[config.mk]
export PLATFORM = sky130hd
export DESIGN_NAME = sprite_fetch_sched
export DESIGN_NICKNAME = d
export VERILOG_FILES = /design/src/rtl/sprite_fetch_sched.sv
export SDC_FILE = /design/constraint.sdc
export NUM_CORES = 1
export LEC_CHECK = 0
export BUFFER_PORTS_ARGS = -buffer_cell sky130_fd_sc_hd__buf_2
export CAP_MARGIN = 10
export CORE_MARGIN = 8
export CORE_UTILIZATION = 30
export CTS_CLUSTER_SIZE = 14
export DETAILED_ROUTE_END_ITERATION = 7
export GPL_TIMING_DRIVEN = 0
export PLACE_DENSITY = 0.58
export SETUP_SLACK_MARGIN = 0.4
export SYNTH_ARGS = -nofsm -noshare
export SYNTH_HDL_FRONTEND = slang
export SYNTH_SLANG_ARGS = --single-unit
[constraint.sdc]
create_clock -name clk -period 2.57 [get_ports clk]
set_clock_uncertainty 0.15 [all_clocks]
set_input_delay 0.1285 -clock clk [delete_from_list [all_inputs] [get_ports clk]]
set_output_delay 0.1285 -clock clk [all_outputs]
set_load 0.05 [all_outputs]
[src/rtl/sprite_fetch_sched.sv]
// Sprite fetch sequencer: walks the 8 sprite-temp slots once per scanline,
// fetches both pattern planes for each valid slot and emits one shifter load
// word per slot (empty slots get a transparent word with X = 8'hFF).
module sprite_fetch_sched (
    input  logic        clk,
    input  logic        i_rst,
    input  logic        i_line_start,
    input  logic [3:0]  i_sprite_count,
    input  logic        i_obj_size,
    input  logic        i_spr_table,
    output logic [4:0]  o_stemp_addr,
    input  logic [7:0]  i_stemp_data,
    output logic        o_pat_req,
    output logic [12:0] o_pat_addr,
    input  logic        i_pat_ack,
    input  logic [7:0]  i_pat_data,
    output logic [3:0]  o_load,
    output logic [26:0] o_load_data,
    output logic        o_busy,
    output logic        o_done
);

    localparam int unsigned SLOT_W  = 3;
    localparam int unsigned CNT_W   = 4;
    localparam int unsigned RD_W    = 3;
    localparam int unsigned PADDR_W = 13;
    localparam int unsigned WORD_W  = 27;

    localparam logic [CNT_W-1:0]  MAX_SLOTS  = CNT_W'(8);
    localparam logic [RD_W-1:0]   RD_LAST    = RD_W'(4);
    localparam logic [SLOT_W-1:0] LAST_SLOT  = SLOT_W'(7);
    localparam logic [WORD_W-1:0] EMPTY_WORD = {8'h00, 8'h00, 8'hFF, 2'b00, 1'b0};

    typedef enum logic [2:0] {
        S_IDLE,
        S_RD,
        S_FLO,
        S_FHI,
        S_LOAD,
        S_DONE
    } state_e;

    state_e              state_q, state_d;
    logic [SLOT_W-1:0]   slot_q, slot_d;
    logic [CNT_W-1:0]    n_q, n_d;
    logic [RD_W-1:0]     rd_cnt_q, rd_cnt_d;
    logic [3:0]          row_q, row_d;
    logic [7:0]          tile_q, tile_d;
    logic                vflip_q, vflip_d;
    logic                hflip_q, hflip_d;
    logic                prio_q, prio_d;
    logic [1:0]          pal_q, pal_d;
    logic [7:0]          x_q, x_d;
    logic [7:0]          lo_q, lo_d;

    logic [4:0]          stemp_addr_q, stemp_addr_d;
    logic                pat_req_q, pat_req_d;
    logic [PADDR_W-1:0]  pat_addr_q, pat_addr_d;
    logic [3:0]          load_q, load_d;
    logic [WORD_W-1:0]   load_data_q, load_data_d;
    logic                busy_q, busy_d;
    logic                done_q, done_d;

    logic [3:0]          row_eff_c;
    logic [PADDR_W-1:0]  addr_lo_c, addr_hi_c;

    // The shifter emits bit 0 first, so unflipped sprites are stored reversed.
    function automatic logic [7:0] shifter_order(input logic [7:0] b, input logic hflip);
        logic [7:0] rev;
        for (int i = 0; i < 8; i++) begin
            rev[i] = b[7-i];
        end
        return hflip ? b : rev;
    endfunction

    // Pattern addresses for both planes of the current slot.
    always_comb begin
        row_eff_c = row_q;
        if (vflip_q) begin
            row_eff_c = (i_obj_size ? 4'd15 : 4'd7) - row_q;
        end
        if (i_obj_size) begin
            addr_lo_c = {tile_q[0], tile_q[7:1], row_eff_c[3], 1'b0, row_eff_c[2:0]};
            addr_hi_c = {tile_q[0], tile_q[7:1], row_eff_c[3], 1'b1, row_eff_c[2:0]};
        end else begin
            addr_lo_c = {i_spr_table, tile_q, 1'b0, row_eff_c[2:0]};
            addr_hi_c = {i_spr_table, tile_q, 1'b1, row_eff_c[2:0]};
        end
    end

    // Next state, slot bookkeeping and the next value of every registered output.
    always_comb begin
        state_d      = state_q;
        slot_d       = slot_q;
        n_d          = n_q;
        rd_cnt_d     = rd_cnt_q;
        row_d        = row_q;
        tile_d       = tile_q;
        vflip_d      = vflip_q;
        hflip_d      = hflip_q;
        prio_d       = prio_q;
        pal_d        = pal_q;
        x_d          = x_q;
        lo_d         = lo_q;
        stemp_addr_d = stemp_addr_q;
        pat_addr_d   = pat_addr_q;
        load_data_d  = load_data_q;
        pat_req_d    = 1'b0;
        load_d       = 4'h0;
        busy_d       = 1'b0;
        done_d       = 1'b0;

        unique case (state_q)
            S_IDLE: begin
                if (i_line_start) begin
                    n_d    = (i_sprite_count > MAX_SLOTS) ? MAX_SLOTS : i_sprite_count;
                    slot_d = '0;
                    if (n_d != '0) begin
                        state_d  = S_RD;
                        rd_cnt_d = '0;
                    end else begin
                        state_d = S_LOAD;
                    end
                end
            end
            S_RD: begin
                rd_cnt_d = rd_cnt_q + RD_W'(1);
                unique case (rd_cnt_q)
                    RD_W'(1): row_d = i_stemp_data[3:0];
                    RD_W'(2): tile_d = i_stemp_data;
                    RD_W'(3): begin
                        vflip_d = i_stemp_data[7];
                        hflip_d = i_stemp_data[6];
                        prio_d  = i_stemp_data[5];
                        pal_d   = i_stemp_data[1:0];
                    end
                    RD_W'(4): x_d = i_stemp_data;
                    default: ;
                endcase
                if (rd_cnt_q == RD_LAST) begin
                    state_d = S_FLO;
                end
            end
            S_FLO: begin
                if (i_pat_ack) begin
                    lo_d    = shifter_order(i_pat_data, hflip_q);
                    state_d = S_FHI;
                end
            end
            S_FHI: begin
                if (i_pat_ack) begin
                    state_d = S_LOAD;
                end
            end
            S_LOAD: begin
                if (slot_q == LAST_SLOT) begin
                    state_d = S_DONE;
                end else begin
                    slot_d = slot_q + SLOT_W'(1);
                    if (CNT_W'(slot_q) + CNT_W'(1) < n_q) begin
                        state_d  = S_RD;
                        rd_cnt_d = '0;
                    end else begin
                        state_d = S_LOAD;
                    end
                end
            end
            S_DONE: begin
                state_d = S_IDLE;
            end
            default: begin
                state_d = S_IDLE;
            end
        endcase

        // Registered outputs describe the state being entered.
        if (state_d == S_RD && rd_cnt_d < RD_LAST) begin
            stemp_addr_d = {slot_d, rd_cnt_d[1:0]};
        end
        pat_req_d = (state_d == S_FLO) || (state_d == S_FHI);
        if (state_d == S_FLO && state_q != S_FLO) begin
            pat_addr_d = addr_lo_c;
        end
        if (state_d == S_FHI && state_q != S_FHI) begin
            pat_addr_d = addr_hi_c;
        end
        if (state_d == S_LOAD) begin
            load_d = 4'hF;
            if (state_q == S_FHI) begin
                load_data_d = {lo_q, shifter_order(i_pat_data, hflip_q), x_q, pal_q, prio_q};
            end else begin
                load_data_d = EMPTY_WORD;
            end
        end
        busy_d = (state_d == S_RD) || (state_d == S_FLO) ||
                 (state_d == S_FHI) || (state_d == S_LOAD);
        done_d = (state_d == S_DONE);
    end

    // State, datapath and output registers; reset abandons any pass in flight.
    always_ff @(posedge clk or posedge i_rst) begin
        if (i_rst) begin
            state_q      <= S_IDLE;
            slot_q       <= '0;
            n_q          <= '0;
            rd_cnt_q     <= '0;
            row_q        <= '0;
            tile_q       <= '0;
            vflip_q      <= 1'b0;
            hflip_q      <= 1'b0;
            prio_q       <= 1'b0;
            pal_q        <= '0;
            x_q          <= '0;
            lo_q         <= '0;
            stemp_addr_q <= '0;
            pat_req_q    <= 1'b0;
            pat_addr_q   <= '0;
            load_q       <= '0;
            load_data_q  <= '0;
            busy_q       <= 1'b0;
            done_q       <= 1'b0;
        end else begin
            state_q      <= state_d;
            slot_q       <= slot_d;
            n_q          <= n_d;
            rd_cnt_q     <= rd_cnt_d;
            row_q        <= row_d;
            tile_q       <= tile_d;
            vflip_q      <= vflip_d;
            hflip_q      <= hflip_d;
            prio_q       <= prio_d;
            pal_q        <= pal_d;
            x_q          <= x_d;
            lo_q         <= lo_d;
            stemp_addr_q <= stemp_addr_d;
            pat_req_q    <= pat_req_d;
            pat_addr_q   <= pat_addr_d;
            load_q       <= load_d;
            load_data_q  <= load_data_d;
            busy_q       <= busy_d;
            done_q       <= done_d;
        end
    end

    assign o_stemp_addr = stemp_addr_q;
    assign o_pat_req    = pat_req_q;
    assign o_pat_addr   = pat_addr_q;
    assign o_load       = load_q;
    assign o_load_data  = load_data_q;
    assign o_busy       = busy_q;
    assign o_done       = done_q;

endmodule
==> Word-level counts from Yosys, hierarchy flattened <==
Cells that the tools add are included.
{ "op_classes": {"addsub": 4, "n_mul": 0, "div": 0, "n_lt_le_gt_ge": 3, "n_eq_ne": 16, "shifts": 0, "muxes": 26, "n_bitwise": 0, "n_reduce_logical": 16} }
{ "ops": {"columns": ["op", "count"], "rows": [
  ["two-way mux 13 bit", 4],
  ["two-way mux 3 bit", 13],
  ["two-way mux 27 bit", 1],
  ["equality test 3 x 2 -> 1 bit, second input constant", 6],
  ["two-way mux 4 bit", 4],
  ["equality test 3 bit, second input constant", 5],
  ["one-hot mux 3 bit (5 select lines)", 1],
  ["AND reduction 2 bit", 6],
  ["equality test 3 x 1 -> 1 bit, second input constant", 3],
  ["one-hot mux 3 bit (3 select lines)", 1],
  ["two-way mux 8 bit", 1],
  ["adder 3 x 1 -> 3 bit, second input constant", 2],
  ["inequality test 3 x 2 -> 1 bit, second input constant", 2],
  ["one-hot mux 3 bit (2 select lines)", 1],
  ["adder 3 x 1 -> 4 bit, second input constant", 1],
  ["greater-than comparator 4 bit, second input constant", 1],
  ["logical OR 1 bit", 4],
  ["less-than comparator 4 bit", 1],
  ["nonzero test 4 bit", 1],
  ["subtractor 4 bit", 1],
  ["logical AND 1 bit", 3],
  ["logical NOT 3 bit", 1],
  ["less-than comparator 3 bit, second input constant", 1],
  ["nonzero test 2 bit", 1]
]} }
{ "word_totals": {"register_bits": 98, "latch_bits": 0, "ram_bits": 0, "mem_bits_ro": 0, "in_bits": 26, "out_inout_bits": 52, "memories": 0} }

==> Logic depth before layout (Yosys ltp) <==
Gate-level depths: netlist (run 1).
{ "depth": {"depth_word": 10, "mapped_depth": 11, "ltp_nobuf": 10} }

==> Worst setup path after synthesis (run 1) <==
Ideal clock, no wire load.
{ "synth_timing": {"kind": "flip-flop to flip-flop", "startpoint": "register slot_q[0]", "endpoint": "register stemp_addr_q[0], in the netlist o_stemp_addr[0]", "t_arrival_ns": 2.422, "t_required_ns": 2.295, "path_slack_ns": -0.127, "stages_incl_launch_ff": 10, "path_buffers": 0, "path_cell_list": "dfrtp_1 > ha_1 > inv_1 > ha_1 > ha_1 > o211a_1 > a211oi_1 > a21oi_1 > a21oi_1 > mux2_2"} }
{ "synth_between": {"elab_chain_cells": 7} }
{ "synth_lines": {"columns": ["element", "line", "rtl"], "rows": [
  ["start, declared", "44", "logic [SLOT_W-1:0] slot_q, slot_d;"],
  ["start signal, assigned", "224", "slot_q <= slot_d;"],
  ["adder 3 x 1 -> 4 bit", "160", "if (CNT_W'(slot_q) + CNT_W'(1) < n_q) begin"],
  ["less-than comparator 4 bit", "160", null],
  ["two-way mux 3 bit", "160", null],
  ["two-way mux 3 bit", "156", "if (slot_q == LAST_SLOT) begin"],
  ["one-hot mux 3 bit (3 select lines) or one-hot mux 3 bit (5 select lines) (tied branches)", "113", "unique case (state_q)"],
  ["less-than comparator 3 bit or equality test 3 x 1 -> 1 bit (tied branches)", "177", "if (state_d == S_RD && rd_cnt_d < RD_LAST) begin"],
  ["logical AND 1 bit", "177", null],
  ["end signal, assigned", "235", "stemp_addr_q <= stemp_addr_d;"],
  ["end, declared", "56", "logic [4:0] stemp_addr_q, stemp_addr_d;"]
]} }
Parallel ways exist; a longest one is shown, timed or not.
A chain may end at the register's enable or synchronous reset.

==> Worst setup path after layout (run 1) <==
Ends and elaborated chain as after synthesis.

==> results of run 1 <==
[power breakdown]
group	total, W	internal, W	switching [W]
sequential	0.00258	0.00218	0.000398
clock	0.00134	0.000754	0.000585
combinational	0.00408	0.00161	0.00247
total	0.00800	0.00454	0.00346
[final cells by class]
class	instances	area, µm²	share of cell area, %
clock inverter	6	70.1	1.20
buffer	19	149	2.55
multi-input combinational	191	1830	31.3
clock buffer	9	225	3.85
inverter	15	75.1	1.28
sequential	95	2380	40.7
timing repair buffer	125	881	15.1
tap	176	220	3.77
timing repair inverter	1	16.3	0.278
[how the worst max path moves through the flow]
| stage | start | to | slack, ns | cells after the start |
|---|---|---|---|---|
| 2_1_floorplan | slot_q[0] | o_load_data[10] | 0.1 | 10 |
| 3_3_place_gp | slot_q[0] | o_load_data[3] | -0.46 | 10 |
| 3_5_place_dp | slot_q[0] | o_load_data[3] | -0.50 | 10 |
| 4_1_cts | slot_q[1] | o_stemp_addr[0] | 0.04 | 10 |
| 5_1_grt | slot_q[0] | o_stemp_addr[0] | -0.07 | 10 |
| 6_report | slot_q[0] | o_stemp_addr[0] | -0.006 | 10 |
[metal layers]
metal  GRT usage (%)  wire length (µm)  share of wire [%]  up-vias
met5               0                 0                  0        -
met4            4.04               164                1.5        0
met3            2.52               316                2.9       15
met2            19.7              5380                 50       66
met1            15.3              4910                 46     1515
li1                -                 -                  -     1414
[through the flow]
stage                     hold WS, ns  setup WS, ns  TNS, ns
after detailed placement        0.115        -0.505    -8.57
after global routing           0.0436       -0.0689   -0.328
after global placement          0.240        -0.463    -7.33
final                         0.00529      -0.00646  -0.0117
after floorplan                0.0953        0.0989        0
after CTS                    0.000127        0.0416        0
[state kept, by name, indices dropped and copies added, names as in the netlist]
signal / cells
tile_q: 8
o_load_data: 27
n_q: 4
o_busy: 1
o_stemp_addr: 5
rd_cnt_q: 3
hflip_q: 1
state_q: 3
row_q: 4
lo_q: 8
vflip_q: 1
o_pat_addr: 13
pal_q: 2
slot_q: 3
o_load: 1
prio_q: 1
o_done: 1
o_pat_req: 1
x_q: 8
[cells by family after synthesis]
| group | after synthesis |
|---|---|
| fa+ha+maj | 11 |
| xor+xnor | 4 |
| compound gates | 70 |
| mux | 47 |
| buf+inv | 34 |
| simple gates | 59 |
| flops | 95 |
[cell usage after synthesis, types with 2 or more instances]
| library cell | count |
|---|---|
| nor2_1 | 19 |
| nand3b_1 | 5 |
| buf_2 | 6 |
| o221ai_1 | 2 |
| o2bb2ai_1 | 9 |
| and2_1 | 3 |
| a211oi_1 | 3 |
| o21ai_0 | 8 |
| a22o_1 | 13 |
| a21oi_1 | 19 |
| ha_1 | 11 |
| o22a_1 | 8 |
| nor3_1 | 2 |
| mux2i_1 | 9 |
| a21o_1 | 2 |
| dfrtp_1 | 95 |
| and3_1 | 3 |
| inv_1 | 14 |
| buf_4 | 3 |
| mux2_2 | 38 |
| nand2_1 | 14 |
| clkbuf_1 | 7 |
| or3_1 | 2 |
| xnor2_1 | 4 |
[worst max-delay path, delay by kind of cell (launching register included)]
family          cells  cell delay, ns
mux                 1            0.30
buf+inv             2            0.23
flops               1            0.42
fa+ha+maj           3            0.60
compound gates      4            0.76
[repair_timing]
action / in CTS / in global routing
buffers inserted: 14 / 10
setup endpoints to repair: 52 / 55
cloned: 1 / 1
hold buffers: 21 / 0
resized for setup: 30 / 45
pin swaps: 18 / 11
hold endpoints to repair: 66 / 0
==> results.ini, run 1 <==
[route]
post_drt_via_cell_ratio = 4.73
drt_iter0_markers = 107
dr_total_vias = 3010
drt_pre_antenna_iters = 4
ant_nets = 0
post_drt_wl_per_cell_um = 16.9
drc = 0
totalWireLength_um = 10800

[yosys]
synth_top_family_by_area = multiplexers
yosys.area.top_type = dfrtp_1
synth_nets = 357
muxShareOfSynthArea_pct = 12.8
synth_ff_type = dfrtp_1
ys_seq_area_share_pct = 58.6
yosys.area.top_type_share_pct = 58.6
yosysWarnings = 0
synthCells = 320
synth_edf_count = 0
synth-seq-cells = 95
synthSimpleGateAreaFrac_pct = 7.71
async_reset_ff_share_pct = 100
synth_xor_area_share_pct = 0.863
synth_compound_area_share_pct = 12.6
ys_top_cells_by_area = dfrtp_1, mux2_2, ha_1, a22o_1, a21oi_1
avgSynthCellArea_um2 = 12.7
synthesis.area_mm2 = 0.00406
synthAdderAreaFrac_pct = 3.39
synth.distinct_cells = 45

[clock_tree]
h-tree-depth = 3
root_buffer = clkbuf_16
cts_buffers = 9
insertion_delay_ns = 0.34
cts_tree = yes
cts_buffer_depth = 2
path_clk_slew_ns = 0.07
clock-sinks = 95

[cells_and_area]
fin_area_mm2 = 0.00584
final_common_cell = dfrtp_1
drive_above_1_share_pct = 45.3
layout.nets = 494
area.growth.synth_to_final_pct = 44.0
fin_cells = 637
final_cell_mix = dfrtp_1, buf_2, mux2_2, buf_4, dlygate4sd3_1
utilization_pct = 44.1
n_fill_cell = 1261
antenna_cells = 0

[sta]
slew_viol_final = 0
setup_viol = 2
clock.fmax_mhz = 388
max-slew-margin-rel_pct = 48.2
rsz0062_at_grt = yes
worst_slew_pin_slew_ns = 0.778
hold_violations = 0
period_share_pct = 100
setup_ws_ns = -0.00646
layout_min_cycle_time_ns = 2.58

[hold_path]
min_path_cells = 3
worstHoldPathType = in2reg
whs_endpoint = o_load_data[16]
min_from = i_pat_data[2]

[global_route]
grt_pass1_vias = 3282
grt_use_total_pct = 12.0
grt_pass1_wl_um = 17000
antenna_found_initial = 0
gr-total-overflow = 0
grt_max_degree = 39

[worst_setup_path]
r2r-end = o_stemp_addr[0]
slowest_stage = dfrtp_1
critical_path.max_stage_delay_ns = 0.42
cpMostUsedCell = ha_4
crit_fanout = 3
arrival_ns = 2.65
worstSetupStartpointType = register
rrSetupSlack_ns = -0.006
critPathKind = reg2reg
regToRegStartpoint = slot_q[0]
setup.worst_path.end_class = register
required_ns = 2.64
path_cells = ha_4 -> inv_4 -> ha_4 -> ha_4 -> o211a_4 -> a211oi_4 -> a21oi_2 -> a21oi_2 -> buf_4 -> mux2_4
reg2regPathDepth = 10

[power]
cellPowerDensity_mw_per_mm2 = 1370
power_w = 0.00800
leakage_nw = 2.69
ir_drop_uv = 817

[die]
core_area_mm2 = 0.0132
row_count = 42
fp.dieW_um = 132
die_area_mm2 = 0.0175
chipHeight_um = 132
io_pins = 78
initial_utilization_pct = 30.6

[outcome]
violations = setup timing
outcome = finished, violations left

[place]
dp_hpwl_um = 7140
io_buffers = 77
dpl_cell_area_mm2 = 0.00472
dp.cells = 575
gp_congestion = 0.776

[flow_run]
drv_cap = 0

(Power assumes the default switching activity.)
==> run 2, diff against run 1 <==
--- a/config.mk
+++ b/config.mk
@@ -12,7 +12,7 @@
 export CTS_CLUSTER_SIZE = 14
 export DETAILED_ROUTE_END_ITERATION = 7
 export GPL_TIMING_DRIVEN = 0
-export PLACE_DENSITY = 0.58
+export PLACE_DENSITY = 0.57
 export SETUP_SLACK_MARGIN = 0.4
 export SYNTH_ARGS = -nofsm -noshare
 export SYNTH_HDL_FRONTEND = slang
==> constraint.sdc (replaced) <==
create_clock -name clk -period 2.7 [get_ports clk]
set_clock_uncertainty 0.15 [all_clocks]
set_input_delay 0.135 -clock clk [delete_from_list [all_inputs] [get_ports clk]]
set_output_delay 0.135 -clock clk [all_outputs]
set_load 0.02 [all_outputs]
==> results.ini, run 2 (synthesis gave the netlist of run 1 again) <==
[die]
io_pins = 78  ; unchanged
core_area_mm2 = 0.0132  ; unchanged
initial_utilization_pct = 30.6  ; unchanged
die_area_mm2 = 0.0175  ; unchanged
fp.dieW_um = 132  ; unchanged
row_count = 42  ; unchanged
chipHeight_um = 132  ; unchanged

[sta]
period_share_pct = 95.0  ; -5.2 points
setup_tns_ns = 0  ; +0.0117 ns
hold_violations = 0  ; unchanged
layout_min_cycle_time_ns = 2.57  ; -0.0108 ns
slew_viol_final = 0  ; unchanged
clock.fmax_mhz = 390  ; +0.42%
worst_slew_pin_slew_ns = 0.816  ; +0.0385 ns
max-slew-margin-rel_pct = 45.6  ; -2.6 points
rsz0062_at_grt = yes
setup_viol = 0  ; -2

[route]
totalWireLength_um = 10500  ; -2.2%
drt_iter0_markers = 77  ; -28%
post_drt_via_cell_ratio = 4.68  ; -1.1%
post_drt_wl_per_cell_um = 16.7  ; -1.4%
drc = 0  ; unchanged
dr_total_vias = 2955  ; -1.8%
ant_nets = 0  ; unchanged
drt_pre_antenna_iters = 5  ; +1

[worst_setup_path]
required_ns = 2.77  ; +0.13 ns
regToRegStartpoint = slot_q[1]
rrSetupSlack_ns = 0.13  ; +0.14 ns
reg2regPathDepth = 12  ; +2
setup.worst_path.end_class = register
worstSetupStartpointType = register
arrival_ns = 2.64  ; about the same
r2r-end = o_load_data[0]
crit_fanout = 6  ; +3
critPathKind = reg2reg

[flow_run]
drv_cap = 0  ; unchanged

[global_route]
grt_use_total_pct = 12.0  ; +0.046 points
antenna_found_initial = 0  ; unchanged
grt_pass1_vias = 3274  ; -0.24%
grt_pass1_wl_um = 17000  ; -0.32%
grt_max_degree = 40  ; +2.6%
gr-total-overflow = 0  ; unchanged

[cells_and_area]
multi_input_area_mm2 = 0.00175  ; -4.1%
largest_reg_flops = 27  ; unchanged
area.growth.synth_to_final_pct = 40.0
n_fill_cell = 1276  ; +1.2%
final_common_cell = dfrtp_1
drive_above_1_share_pct = 41.2  ; -4.1 points
fin_area_mm2 = 0.00568  ; -2.8%
layout.nets = 490  ; -0.81%
final_cell_mix = dfrtp_1, buf_2, mux2_2, dlygate4sd3_1, nor2_1
antenna_cells = 0  ; unchanged
seqCellArea_mm2 = 0.00238  ; about the same

[hold_path]
whs_endpoint = o_pat_addr[4]
worstHoldPathType = in2reg
min_from = i_obj_size
min_path_cells = 3  ; unchanged

[place]
io_buffers = 77  ; unchanged
gp_congestion = 0.764  ; -1.5%
dpl_cell_area_mm2 = 0.00472  ; -0.11%
dp_hpwl_um = 7030  ; -1.4%

[clock_tree]
root_buffer = clkbuf_16
cts_tree = yes
cts_buffers = 9  ; unchanged
insertion_delay_ns = 0.33  ; about the same
cts_buffer_depth = 2  ; unchanged
path_clk_slew_ns = 0.06  ; about the same
h-tree-depth = 3  ; unchanged
clock-sinks = 95  ; unchanged

[power]
pwr-share-clk_pct = 17.6  ; +0.8 points
sequentialPowerShare_pct = 37.3  ; +5.1 points
cellPowerDensity_mw_per_mm2 = 1150  ; -16%
pwr-share-comb_pct = 45.1  ; -5.9 points
sw_frac_of_total_pct = 36.4  ; -6.9 points
leakage_nw = 2.63  ; -2.3%
intPower_w = 0.00417  ; -8.1%
ir_drop_uv = 503  ; -38%
power.switching_w = 0.00238  ; -31%

[outcome]
outcome = finished, final reports clean

run 2: worst max path at each step:
stage | from | end | slack, ns
CTS | slot_q[1] | o_stemp_addr[1] | 0.16
floorplan | slot_q[0] | o_load_data[10] | 0.23
global route | slot_q[1] | o_load_data[0] | 0.06
global placement | slot_q[0] | o_load_data[4] | -0.24
detailed placement | slot_q[0] | o_load_data[5] | -0.29
finish | slot_q[1] | o_load_data[0] | 0.13
run 2: layout make-up:
type,instances,share of cell area [%]
Sequential cell,95,41.9
Clock buffer,13,4.58
Timing Repair Buffer,122,15.2
Inverter,15,1.19
Clock inverter,1,0.0881
Tap cell,176,3.88
Buffer,19,2.29
Multi-Input combinational cell,191,30.8
run 2: what timing repair did:
action,4_1_cts,5_1_grt
hold buffers,29,0
setup endpoints to repair,50,40
pin swaps,7,10
gates resized for setup,31,22
gates cloned,0,1
hold endpoints to repair,66,0
setup buffers,10,3
run 2: critical path, cell delays in order, from the launching register on:
cell,delay (ns)
dfrtp_1,0.43
ha_4,0.19
inv_4,0.05
ha_4,0.20
ha_4,0.26
o211a_4,0.16
a211oi_2,0.07
o32ai_2,0.21
buf_4,0.18
nand2_4,0.06
buf_8,0.15
clkbuf_16,0.16
a22o_1,0.18
run 2: metrics by stage:
step           setup WS, ns  hold WS (ns)  std cells  power [W]  util, %
4_1_cts               0.158        0.0535        628    0.00648     41.6
3_3_place_gp         -0.239         0.248        573    0.00482     35.3
5_1_grt              0.0632        0.0867        632    0.00697     42.9
2_1_floorplan         0.230         0.102        320    0.00412        -
3_5_place_dp         -0.290        0.0803        575    0.00490     35.6
6_report              0.134        0.0871        632    0.00655     42.9
run 2: power groups by stage:
| stage | clock, W | sequential [W] | combinational, W |
|---|---|---|---|
| after global placement | 0 | 0.00243 | 0.00239 |
| after floorplan | 0 | 0.00277 | 0.00134 |
| final | 0.00115 | 0.00245 | 0.00295 |
| after CTS | 0.00119 | 0.00244 | 0.00285 |
| after global routing | 0.00124 | 0.00252 | 0.00321 |
| after detailed placement | 0 | 0.00245 | 0.00245 |
run 2: per-layer routing:
layer / part of all wire (%) / routed length [µm] / global-route usage [%]
met1: 42 / 4460 / 14.1
met2: 53 / 5550 / 20.9
met3: 3.4 / 360 / 2.17
met4: 1.5 / 160 / 5.43
met5: 0 / 0 / 0
==> run 3, diff against run 2 <==
--- a/config.mk
+++ b/config.mk
@@ -9,11 +9,13 @@
 export CAP_MARGIN = 10
 export CORE_MARGIN = 8
 export CORE_UTILIZATION = 30
+export CTS_CLUSTER_DIAMETER = 200
 export CTS_CLUSTER_SIZE = 14
 export DETAILED_ROUTE_END_ITERATION = 7
 export GPL_TIMING_DRIVEN = 0
-export PLACE_DENSITY = 0.57
+export PLACE_DENSITY_LB_ADDON = 0.2
 export SETUP_SLACK_MARGIN = 0.4
+export SLEW_MARGIN = 20
 export SYNTH_ARGS = -nofsm -noshare
 export SYNTH_HDL_FRONTEND = slang
 export SYNTH_SLANG_ARGS = --single-unit
==> results.ini, run 3 (synthesis gave the netlist of run 1 again) <==
[power]
ir_drop_uv = 463  ; -7.9%
leakage_nw = 2.65  ; +0.84%
cellPowerDensity_mw_per_mm2 = 1160  ; +0.42%
power_w = 0.00659  ; +0.58%

[sta]
hold_violations = 0  ; unchanged
setup_viol = 0  ; unchanged
slew_viol_final = 0  ; unchanged
setup_tns_ns = 0  ; unchanged
period_share_pct = 94.4  ; -0.66 points
worst_slew_pin_slew_ns = 0.682  ; -0.134 ns
clock.fmax_mhz = 392  ; +0.70%
max-slew-margin-rel_pct = 54.4  ; +8.8 points
layout_min_cycle_time_ns = 2.55  ; -0.0178 ns
rsz0062_at_grt = yes

[global_route]
grtUsageMet3_pct = 2.44  ; +0.27 points
grt_pass1_vias = 3278  ; +0.12%
antenna_found_initial = 0  ; unchanged
grt_pass1_wl_um = 17500  ; +3.1%
grt-busiest-layer = met2
grt.met1_usage_pct = 15.7  ; +1.6 points
grt_use_met2_pct = 20.1  ; -0.74 points
grt_use_total_pct = 12.5  ; +0.47 points
grt_max_degree = 30  ; -25%
gr-total-overflow = 0  ; unchanged

[route]
drt_pre_antenna_iters = 5  ; unchanged
drc = 0  ; unchanged
ant_nets = 0  ; unchanged
totalWireLength_um = 10500  ; about the same
post_drt_wl_per_cell_um = 16.6  ; -0.57%
drt_iter0_markers = 83  ; +7.8%
dr_total_vias = 2994  ; +1.3%
post_drt_via_cell_ratio = 4.71  ; +0.68%

[place]
gp_congestion = 0.775  ; +1.5%
io_buffers = 77  ; unchanged
dp.cells = 576  ; +0.17%
dp_hpwl_um = 7180  ; +2.0%

[worst_setup_path]
critPathKind = reg2reg
setup.worst_path.end_class = register
crit_fanout = 3  ; -3
required_ns = 2.77  ; about the same
worstSetupStartpointType = register
arrival_ns = 2.62  ; -0.02 ns

[cells_and_area]
final_cell_mix = dfrtp_1, buf_2, mux2_2, dlygate4sd3_1, nor2_1
n_fill_cell = 1254  ; -1.7%
layout.nets = 494  ; +0.82%
antenna_cells = 0  ; unchanged
final_common_cell = dfrtp_1
largest_reg_flops = 27  ; unchanged
fin_cells = 636  ; +0.63%
area.growth.synth_to_final_pct = 40.2
drive_above_1_share_pct = 41.1  ; -0.14 points
utilization_pct = 43.0  ; +0.066 points

[clock_tree]
insertion_delay_ns = 0.34  ; about the same
clock-sinks = 95  ; unchanged
h-tree-depth = 3  ; unchanged
root_buffer = clkbuf_16
cts_buffer_depth = 2  ; unchanged
path_clk_slew_ns = 0.06  ; about the same
cts_buffers = 9  ; unchanged
cts_tree = yes

[die]
die_area_mm2 = 0.0175  ; unchanged
fp.dieW_um = 132  ; unchanged
chipHeight_um = 132  ; unchanged
core_area_mm2 = 0.0132  ; unchanged
row_count = 42  ; unchanged
initial_utilization_pct = 30.6  ; unchanged
io_pins = 78  ; unchanged

[hold_path]
worstHoldPathType = in2reg

[outcome]
outcome = finished, final reports clean

[flow_run]
drv_cap = 0  ; unchanged

[run 3: critical path: stages, from the launching register on]
cell and delay (ns):
dfrtp_1 0.39, ha_2 0.20, inv_2 0.06, ha_4 0.20, ha_4 0.21, o211a_4 0.15, a211oi_4 0.32, a21oi_2 0.11
a21oi_2 0.19, buf_4 0.16, mux2_4 0.29
[run 3: timing repair]
item | CTS | global route
pin swaps | 22 | 8
setup endpoints to repair | 49 | 41
hold buffers | 27 | 0
cloned | 2 | 0
endpoints found under the hold margin | 68 | 0
gates resized for setup | 35 | 8
setup buffers | 14 | 3
[run 3: final timing paths]
check / start / to / slack [ns] / depth (start not counted)
min in group asynchronous: i_rst / o_pat_addr[8] / 0.29 / 3
min reg2reg: o_load_data[11] / o_load_data[11] / 0.34 / 1
min: i_obj_size / o_pat_addr[12] / 0.007 / 3
max reg2reg: slot_q[0] / o_stemp_addr[0] / 0.15 / 10
max in group asynchronous: i_rst / o_load_data[15] / 1.36 / 5
max: slot_q[0] / o_stemp_addr[0] / 0.15 / 10
[run 3: where the power goes]
group | switching (W) | leakage [nW] | internal [W] | total (W)
sequential | 0.000355 | 1.16 | 0.00207 | 0.00243
combinational | 0.00150 | 1.36 | 0.00141 | 0.00292
clock | 0.000511 | 0.136 | 0.000735 | 0.00125
total | 0.00237 | 2.65 | 0.00422 | 0.00659
[run 3: final cells by class]
cell class / count / area [µm²] / share of cell area (%)
buffer: 19 / 130 / 2.29
clock buffer: 13 / 250 / 4.40
clock inverter: 1 / 30.0 / 0.528
inverter: 15 / 72.6 / 1.28
multi-input combinational: 191 / 1690 / 29.6
sequential: 95 / 2380 / 41.8
tap: 176 / 220 / 3.87
timing repair buffer: 125 / 910 / 16.0
timing repair inverter: 1 / 11.3 / 0.198
[run 3: metal layers]
layer | up-vias | share of wire [%]
met4 | 0 | 1.9
li1 | 1418 | -
met1 | 1503 | 46
met3 | 14 | 3.7
met2 | 59 | 49
met5 | - | 0
[run 3: metrics by stage]
stage                     cell area, µm²  hold slack, ns  setup slack [ns]
after floorplan                     4070           0.102             0.230
after global placement              4680           0.244            -0.281
after detailed placement            4750           0.129            -0.297
after CTS                           5620         0.00485             0.189
after global routing                5690          0.0406            0.0529
final                               5690         0.00682             0.152
